$ cat src/rtl/count_pkg.sv
// Shared types and constants for the count/drain counter block.
package count_pkg;

  typedef enum logic {
    DRAIN = 1'b0,
    DONE  = 1'b1
  } state_e;

  localparam int unsigned INIT_SIZE_DEF = 230;
  localparam int unsigned CNT_W         = 8;

  // Largest size that keeps x = size+1 inside 8 bits.
  localparam logic [CNT_W-1:0] SIZE_MAX = 8'd254;

  function automatic logic [CNT_W-1:0] clamp_size(input logic [CNT_W-1:0] l);
    return (l == 8'hFF) ? SIZE_MAX : l;
  endfunction

endpackage

$ cat src/rtl/count_drain.sv
// Drain counter: x counts down toward 1 (y tracks x-1) while selector is high,
// then parks in DONE until reset or a new load.
module count_drain
  import count_pkg::*;
#(
  parameter int unsigned INIT_SIZE = INIT_SIZE_DEF
) (
  input  logic       clk,
  input  logic       rst,
  input  logic       selector,
  input  logic       load,
  input  logic [7:0] load_size,
  output logic [7:0] x,
  output logic [7:0] y,
  output logic [7:0] size,
  output logic       busy,
  output logic       done
);

  state_e     state, state_nxt;
  logic [7:0] x_nxt, y_nxt, size_nxt;
  logic [7:0] ld_l;

  assign ld_l = clamp_size(load_size);

  always_ff @(posedge clk) begin
    if (rst) begin
      state <= DRAIN;
      x     <= 8'(INIT_SIZE + 1);
      y     <= 8'(INIT_SIZE);
      size  <= 8'(INIT_SIZE);
    end else begin
      state <= state_nxt;
      x     <= x_nxt;
      y     <= y_nxt;
      size  <= size_nxt;
    end
  end

  always_comb begin
    state_nxt = state;
    x_nxt     = x;
    y_nxt     = y;
    size_nxt  = size;
    if (load) begin
      // Load beats selector; no decrement in the load cycle.
      state_nxt = DRAIN;
      size_nxt  = ld_l;
      y_nxt     = ld_l;
      x_nxt     = ld_l + 8'd1;
    end else begin
      unique case (state)
        DRAIN: begin
          if (x == 8'd1) begin
            state_nxt = DONE;
          end else if (selector) begin
            x_nxt = x - 8'd1;
            y_nxt = y - 8'd1;
            if (x == 8'd2) state_nxt = DONE;
          end
        end
        DONE: ;
        default: state_nxt = DRAIN;
      endcase
    end
  end

  assign busy = (state == DRAIN);
  assign done = (state == DONE);

endmodule

$ cat config.mk
export PLATFORM = sky130hd
export DESIGN_NAME = count_drain
export DESIGN_NICKNAME = d
export VERILOG_FILES = /design/src/rtl/count_pkg.sv /design/src/rtl/count_drain.sv
export SDC_FILE = /design/constraint.sdc
export NUM_CORES = 1
export LEC_CHECK = 0
export BUFFER_PORTS_ARGS = -buffer_cell sky130_fd_sc_hd__buf_2
export CORE_ASPECT_RATIO = 1.2
export CORE_MARGIN = 10
export CORE_UTILIZATION = 47
export CTS_CLUSTER_DIAMETER = 50
export DETAILED_ROUTE_END_ITERATION = 7
export GPL_TIMING_DRIVEN = 0
export PLACE_DENSITY_LB_ADDON = 0.1
export SYNTH_ARGS = -nofsm -noshare
export SYNTH_HDL_FRONTEND = slang
export SYNTH_SLANG_ARGS = --single-unit
export TNS_END_PERCENT = 5
$ cat constraint.sdc
create_clock -name clk -period 2.1 [get_ports clk]
set_clock_uncertainty 0.1 [all_clocks]
set_input_delay 0.315 -clock clk [delete_from_list [all_inputs] [get_ports clk]]
set_output_delay 0.315 -clock clk [all_outputs]
set_load 0.005 [all_outputs]
==> results.py, run 1 <==
metrics = {
    "outcome": {
        "outcome": "finished with violations",
        "violations_in_the_final_reports": "negative setup slack",
    },
    "critical_path": {
        "critical-path-top-delay-family": "simple AND/OR/NAND/NOR gates",
        "critical_path_required_ns": 2.23,
        "critPathKind": "reg -> reg",
        "setup.worst_path.end_class": "register",
        "cp_cell_sequence": "or4_1 -> buf_2 -> o21a_1 -> buf_6 -> a2111o_1 -> and3_1",
        "critical_path.max_fanout": 7,
        "cp_slowest_cell": "or4_1",
        "critical_path.startpoint_type": "register",
        "critical_path.max_stage_delay_ns": 0.52,
        "critPathBufInv": 2,
        "cp.arrival_ns": 2.26,
    },
    "layout": {
        "antenna_diode_count": 0,
        "fill_cell_instance_count_of_the_final_layout": 294,
        "nets": 232,
        "design_area_sq_um": 1734,
        "area_delta_synth_final_pct": 19.07,
        "share_of_final_layout_standard_cells_stronger_than_drive_strength_1_pct": 25.23,
    },
    "floorplanning": {
        "rows": 22,
        "fp.coreArea_sq_um": 3028,
        "initial_core_util_pct": 48.10,
        "area_enclosed_by_the_die_boundary_sq_um": 5735,
        "io-pin-count": 38,
        "die_height_um": 80.98,
        "floorplan.die.width_um": 70.82,
    },
    "placement": {
        "place_area_sq_um": 1694,
        "hpwl_um": 3252,
        "globalplace.congestion": 0.9627,
        "dpl_ws_ns": -0.1931,
        "place.port_buffers": 36,
    },
    "clock_network": {
        "clk-insertion-delay-late_ns": 0.32,
        "cts_num_sinks": 25,
        "path_clk_slew_ns": 0.14,
        "tritoncts": "yes",
        "numCtsBuffers": 3,
        "post_cts_hold_buffer_count": 0,
        "cts_max_level": 1,
        "cts_setup_buffers": 0,
        "cts_max_path_buffers": 2,
        "clockRootBuffer": "clkbuf_4",
    },
    "routing": {
        "route.met2.wl_um": 1929,
        "detail_route.iter0.violations": 110,
        "wire_per_inst_um": 16.78,
        "detailroute.via_count": 1522,
        "wl_um": 4195,
        "drt_drc_violations_left": 0,
        "wl_met3_um": 329,
        "dr_vias_cell": 6.088,
        "maxUsedRoutingLayer": "met4",
        "length_of_routed_wiring_on_met1_um": 1849,
        "dr.pass1.iters": 4,
        "post_detailed_route_count_of_antenna_violating_nets": 0,
    },
    "timing": {
        "finalWorstSetupSlack_ns": -0.02488,
        "final.period_utilization_pct": 101.2,
        "setup_viol_count_final": 1,
        "final_count_of_hold_timing_violations": 0,
        "maxSlewViolCount": 0,
        "relSlewSlack_pct": 59.33,
        "grt_setup_unrepaired": "true",
        "maxClockFrequency_mhz": 470.6,
        "layout_min_cycle_time_ns": 2.125,
        "worst-slew-pin-transition_ns": 0.6101,
        "setup_tns_ns": -0.02488,
    },
    "pwr": {
        "leakage_uw": 0.0006972,
        "ir_drop_v": 0.0003400,
        "pwr_dens_nw_per_um2": 563.0,
    },
    "synth": {
        "asyncSetResetFlopFracSynth_pct": 0,
        "mappedNetlistNets": 191,
        "yosys_warnings": 0,
        "avgSynthCellArea_sq_um": 8.370,
        "synth_seq_cells": 25,
        "synth_ff_type": "dfxtp_1",
        "synthesized_netlist_cell_count": 174,
        "synth_area_sq_um": 1456,
        "ys_seq_area_share_pct": 34.36,
        "ys_types": 47,
        "synth_enable_flop_cells": 0,
    },
    "global_route": {
        "grt.total_usage_pct": 14.25,
        "grt_start_max_net_pins": 15,
        "grt_pass1_wl_um": 6927,
        "grt.overflow.total": 0,
        "first_global_vias": 1490,
        "grt_antenna_before_repair": 0,
    },
    "run": {
        "cap_violations": 0,
    },
    "hold_path": {
        "holdCritPathClass": "in -> reg",
    },
}
## metrics by stage
step | utilization [%] | total power (uW) | cells | hold WS, ns
5_1_grt | 57.27 | 1028 | 250 | 0.1064
3_5_place_dp | 55.95 | 758.6 | 246 | 0.3453
2_1_floorplan | - | 670.0 | 174 | 0.3374
6_report | 57.27 | 976.4 | 250 | 0.1227
3_3_place_gp | 55.95 | 752.2 | 246 | 0.3444
4_1_cts | 57.27 | 976.9 | 250 | 0.1157
## registers in the layout (all words and copies together) (netlist names)
| name | count |
|---|---|
| x | 8 |
| size | 8 |
| done | 1 |
| y | 8 |
## Yosys cell counts, types with 2 or more instances
| cell | instances | area (sq um) |
|---|---|---|
| nor3b_1 | 4 | 30.03 |
| a21oi_1 | 7 | 35.03 |
| nor2b_1 | 2 | 12.51 |
| xnor2_1 | 4 | 35.03 |
| ha_1 | 5 | 62.56 |
| clkbuf_1 | 8 | 30.03 |
| nand2b_1 | 8 | 50.05 |
| and3_1 | 4 | 25.02 |
| mux2i_1 | 3 | 30.03 |
| mux2_2 | 2 | 22.52 |
| inv_1 | 10 | 37.54 |
| xor2_1 | 3 | 26.28 |
| nand3_1 | 5 | 25.02 |
| a2111oi_0 | 3 | 26.28 |
| o21a_1 | 4 | 30.03 |
| o31a_1 | 3 | 26.28 |
| nand2_1 | 6 | 22.52 |
| nor2_1 | 10 | 37.54 |
| o211ai_1 | 3 | 22.52 |
| dfxtp_1 | 25 | 500.5 |
| nor3_1 | 8 | 40.04 |
| o21ai_0 | 10 | 50.05 |
| or4_1 | 2 | 15.01 |
| nor4_1 | 6 | 37.54 |
| a211oi_1 | 7 | 52.55 |
## repair_timing
| action | CTS | global route |
|---|---|---|
| gates cloned | 0 | 0 |
| resized for setup | 7 | 1 |
| pin swaps | 0 | 1 |
| setup endpoints to repair | 4 | 6 |
## final cells by class
| cell class | instances | area [sq um] | share of cell area (%) |
|---|---|---|---|
| plain buffers | 11 | 50.05 | 2.886 |
| clock buffers | 3 | 22.52 | 1.299 |
| flip-flops and latches | 25 | 504.2 | 29.08 |
| clock inverters | 1 | 5.005 | 0.2886 |
| repair buffers | 36 | 180.2 | 10.39 |
| multi-input cells | 127 | 885.9 | 51.08 |
| well taps | 36 | 45.04 | 2.597 |
| inverters | 11 | 41.29 | 2.381 |
## worst register-to-register path, stage by stage (launching register included)
cell      delay [ns]
dfxtp_2         0.38
or4_1           0.52
buf_2           0.17
o21a_1          0.20
buf_6           0.13
a2111o_1        0.40
and3_1          0.14
## power breakdown
part	internal [uW]	switching, uW
Sequential	508	32.5
Clock	71.4	152
Combinational	94.8	118
Total	674	302
## cell usage in the layout, fill, tap and decap left out, types with 7 or more instances in the layout
master and instances:
a211oi_1 7, a21oi_1 7, buf_2 37, clkbuf_1 8, dfxtp_1 22, inv_1 9, nand2b_1 8, nor2_1 10
nor3_1 8, o21ai_0 9
## cells by family (layout without fill, tap and decap cells)
group	after synthesis	count (layout)	synth area share [%]
buf+inv	22	62	6.271
simple gates	63	63	24.66
xor+xnor	7	7	4.210
mux	5	5	3.608
compound gates	47	47	22.60
fa+ha+maj	5	5	4.296
flops	25	25	34.36
## final timing paths
kind	end	slack, ns	cells after the start	start
max reg2reg	x[2]	-0.02	6	x[4]
max	x[2]	-0.02	6	x[4]
min	size[7]	0.12	2	load_size[7]
min reg2reg	size[0]	0.37	2	size[0]
## metal layers
layer	vias up	track usage (%)
met5	-	0
met4	0	7.752
li1	725	-
met3	11	4.512
met2	64	22.01
met1	722	17.28
(Power assumes the default switching activity.)
==> run 2, diff against run 1 <==
Settings changed: SKIP_LAST_GASP from default to 1.
==> run 2 against run 1 <==
  * Worst hold slack improved by 0.0017 ns
  * Sequential share of layout area decreased by 0.43 points
  * Combinational power increased by 2%
  * Count of clock-buffer cells in the layout unchanged
  * First-iteration DRC count decreased by 9.1%
  * Design area increased by 1.0%
  * Non-clock buffer count increased by 3
  * Via count decreased by 1.8%
  * The flow still finishes with violations (negative setup slack)
  * Register-to-register slack got worse by 0.06 ns
  * Power about the same
  * Flip-flop and latch count unchanged
  * Wire length increased by 0.74%
  * Largest cell class unchanged
==> results.py, run 2 (synthesis results as in run 1) <==
metrics = {
    "floorplanning": {
        "area_enclosed_by_the_die_boundary_sq_um": 5735,
        "io-pin-count": 38,
        "fp.coreArea_sq_um": 3028,
        "die_height_um": 80.98,
        "initial_core_util_pct": 48.10,
        "floorplan.die.width_um": 70.82,
        "rows": 22,
    },
    "layout": {
        "fin_util_pct": 57.85,
        "layout_common_cells": "buf_2 (37), dfxtp_1 (24), o21ai_0 (10), nor2_1 (10), inv_1 (9)",
        "share_of_final_layout_standard_cells_stronger_than_drive_strength_1_pct": 25.35,
        "area_delta_synth_final_pct": 20.27,
        "nets": 235,
        "layout.cells.most_common": "buf_2",
        "design_area_sq_um": 1752,
        "antenna_diode_count": 0,
        "largestRegisters": "size (8), x (8), y (8)",
    },
    "routing": {
        "post_detailed_route_count_of_antenna_violating_nets": 0,
        "drt_drc_violations_left": 0,
        "wl_um": 4226,
        "dr.pass1.iters": 5,
        "detail_route.iter0.violations": 100,
        "detailroute.via_count": 1494,
        "dr_vias_cell": 5.905,
        "wire_per_inst_um": 16.70,
    },
    "clock_network": {
        "clk-insertion-delay-late_ns": 0.32,
        "cts_num_sinks": 25,
        "cts_max_path_buffers": 2,
        "tritoncts": "yes",
        "path_clk_slew_ns": 0.14,
        "numCtsBuffers": 3,
        "clockRootBuffer": "clkbuf_4",
        "cts_max_level": 1,
        "post_cts_hold_buffer_count": 0,
    },
    "placement": {
        "place.port_buffers": 36,
        "dpl_ws_ns": -0.1931,
        "globalplace.congestion": 0.9627,
        "place_area_sq_um": 1694,
        "hpwl_um": 3252,
    },
    "hold_path": {
        "timing.hold.worst_path_depth": 2,
        "holdCritPathClass": "in -> reg",
    },
    "critical_path": {
        "critical_path.startpoint_type": "register",
        "setup.worst_path.end_class": "register",
        "critPathKind": "reg -> reg",
        "critical_path.max_fanout": 7,
        "critical_path.max_stage_delay_ns": 0.50,
        "cp_cell_sequence": "inv_2 -> ha_4 -> or3b_2 -> o21a_1 -> buf_6 -> a2111o_1 -> and3_1",
        "critical_path_required_ns": 2.23,
        "depth_of_the_worst_register_to_register_path": 7,
        "cp_slowest_cell": "or3b_2",
        "cp.arrival_ns": 2.32,
    },
    "outcome": {
        "violations_in_the_final_reports": "negative setup slack",
        "outcome": "finished with violations",
    },
    "pwr": {
        "pwr_dens_nw_per_um2": 557.3,
        "ir_drop_v": 0.0003373,
        "power.total_uw": 976.1,
        "leakage_uw": 0.0007088,
    },
    "global_route": {
        "grt.total_usage_pct": 14.22,
        "grt.overflow.total": 0,
        "grt_pass1_wl_um": 6920,
        "grt_start_max_net_pins": 15,
        "first_global_vias": 1465,
        "grt_antenna_before_repair": 0,
    },
    "timing": {
        "finalWorstSetupSlack_ns": -0.08712,
        "relSlewSlack_pct": 60.43,
        "setup_viol_count_final": 2,
        "final.period_utilization_pct": 104.1,
        "worst-slew-pin-transition_ns": 0.5936,
        "maxSlewViolCount": 0,
        "final_count_of_hold_timing_violations": 0,
        "setup_tns_ns": -0.1294,
        "layout_min_cycle_time_ns": 2.187,
        "maxClockFrequency_mhz": 457.2,
        "grt_setup_unrepaired": "true",
    },
    "run": {
        "cap_violations": 0,
    },
}
[run 2: cell count changes in the layout (fill, tap and decap cells not counted), sizes merged]
cell,delta
buf,+3
[run 2: worst paths after layout]
kind / from / to / slack, ns
hold / removal: load_size[7] / size[7] / 0.12
setup reg to reg: x[1] / x[2] / -0.09
hold reg to reg: size[1] / size[1] / 0.37
setup / recovery: x[1] / x[2] / -0.09
[run 2: where the power goes]
part / internal (uW) / leakage (uW) / switching, uW / total (uW)
Sequential: 507 / 0.000207 / 32.1 / 539
Clock: 71.4 / 0.0000177 / 149 / 221
Combinational: 97.8 / 0.000484 / 119 / 217
[run 2: area by class of cell]
| cell class | count | area [sq um] |
|---|---|---|
| clock inverters | 1 | 5.005 |
| plain buffers | 11 | 50.05 |
| well taps | 36 | 45.04 |
| flip-flops and latches | 25 | 501.7 |
| fillers | 294 | 1276 |
| multi-input cells | 127 | 883.3 |
| clock buffers | 3 | 22.52 |
| inverters | 11 | 41.29 |
| repair buffers | 39 | 202.7 |
[run 2: routing by layer]
layer | global-route usage (%) | routed length (um) | up-vias
met5 | 0 | 0 | -
met2 | 22.19 | 1986 | 56
met3 | 4.268 | 322 | 4
met4 | 6.783 | 25 | 0
li1 | - | - | 729
met1 | 17.56 | 1892 | 705
[run 2: what timing repair did]
| action | CTS | global route |
|---|---|---|
| endpoints found under the setup margin | 4 | 9 |
| gates resized for setup | 4 | 0 |
| buffers inserted | 0 | 3 |
| pin swaps | 0 | 1 |
[run 2: worst max-delay path: cells and delay by family, from the launching register on]
family,cells,cell delay (ns)
AOI/OAI and AO/OA,2,0.60
DFF,1,0.37
buffers and inverters,2,0.23
adders and majority gates,1,0.16
and+or+nand+nor,2,0.64
[run 2: stage by stage]
| stage | std cells | hold slack [ns] |
|---|---|---|
| 6_report | 253 | 0.1244 |
| 5_1_grt | 253 | 0.1064 |
| 4_1_cts | 250 | 0.1157 |
| 3_5_place_dp | 246 | 0.3453 |
| 3_3_place_gp | 246 | 0.3444 |
| 2_1_floorplan | 174 | 0.3374 |
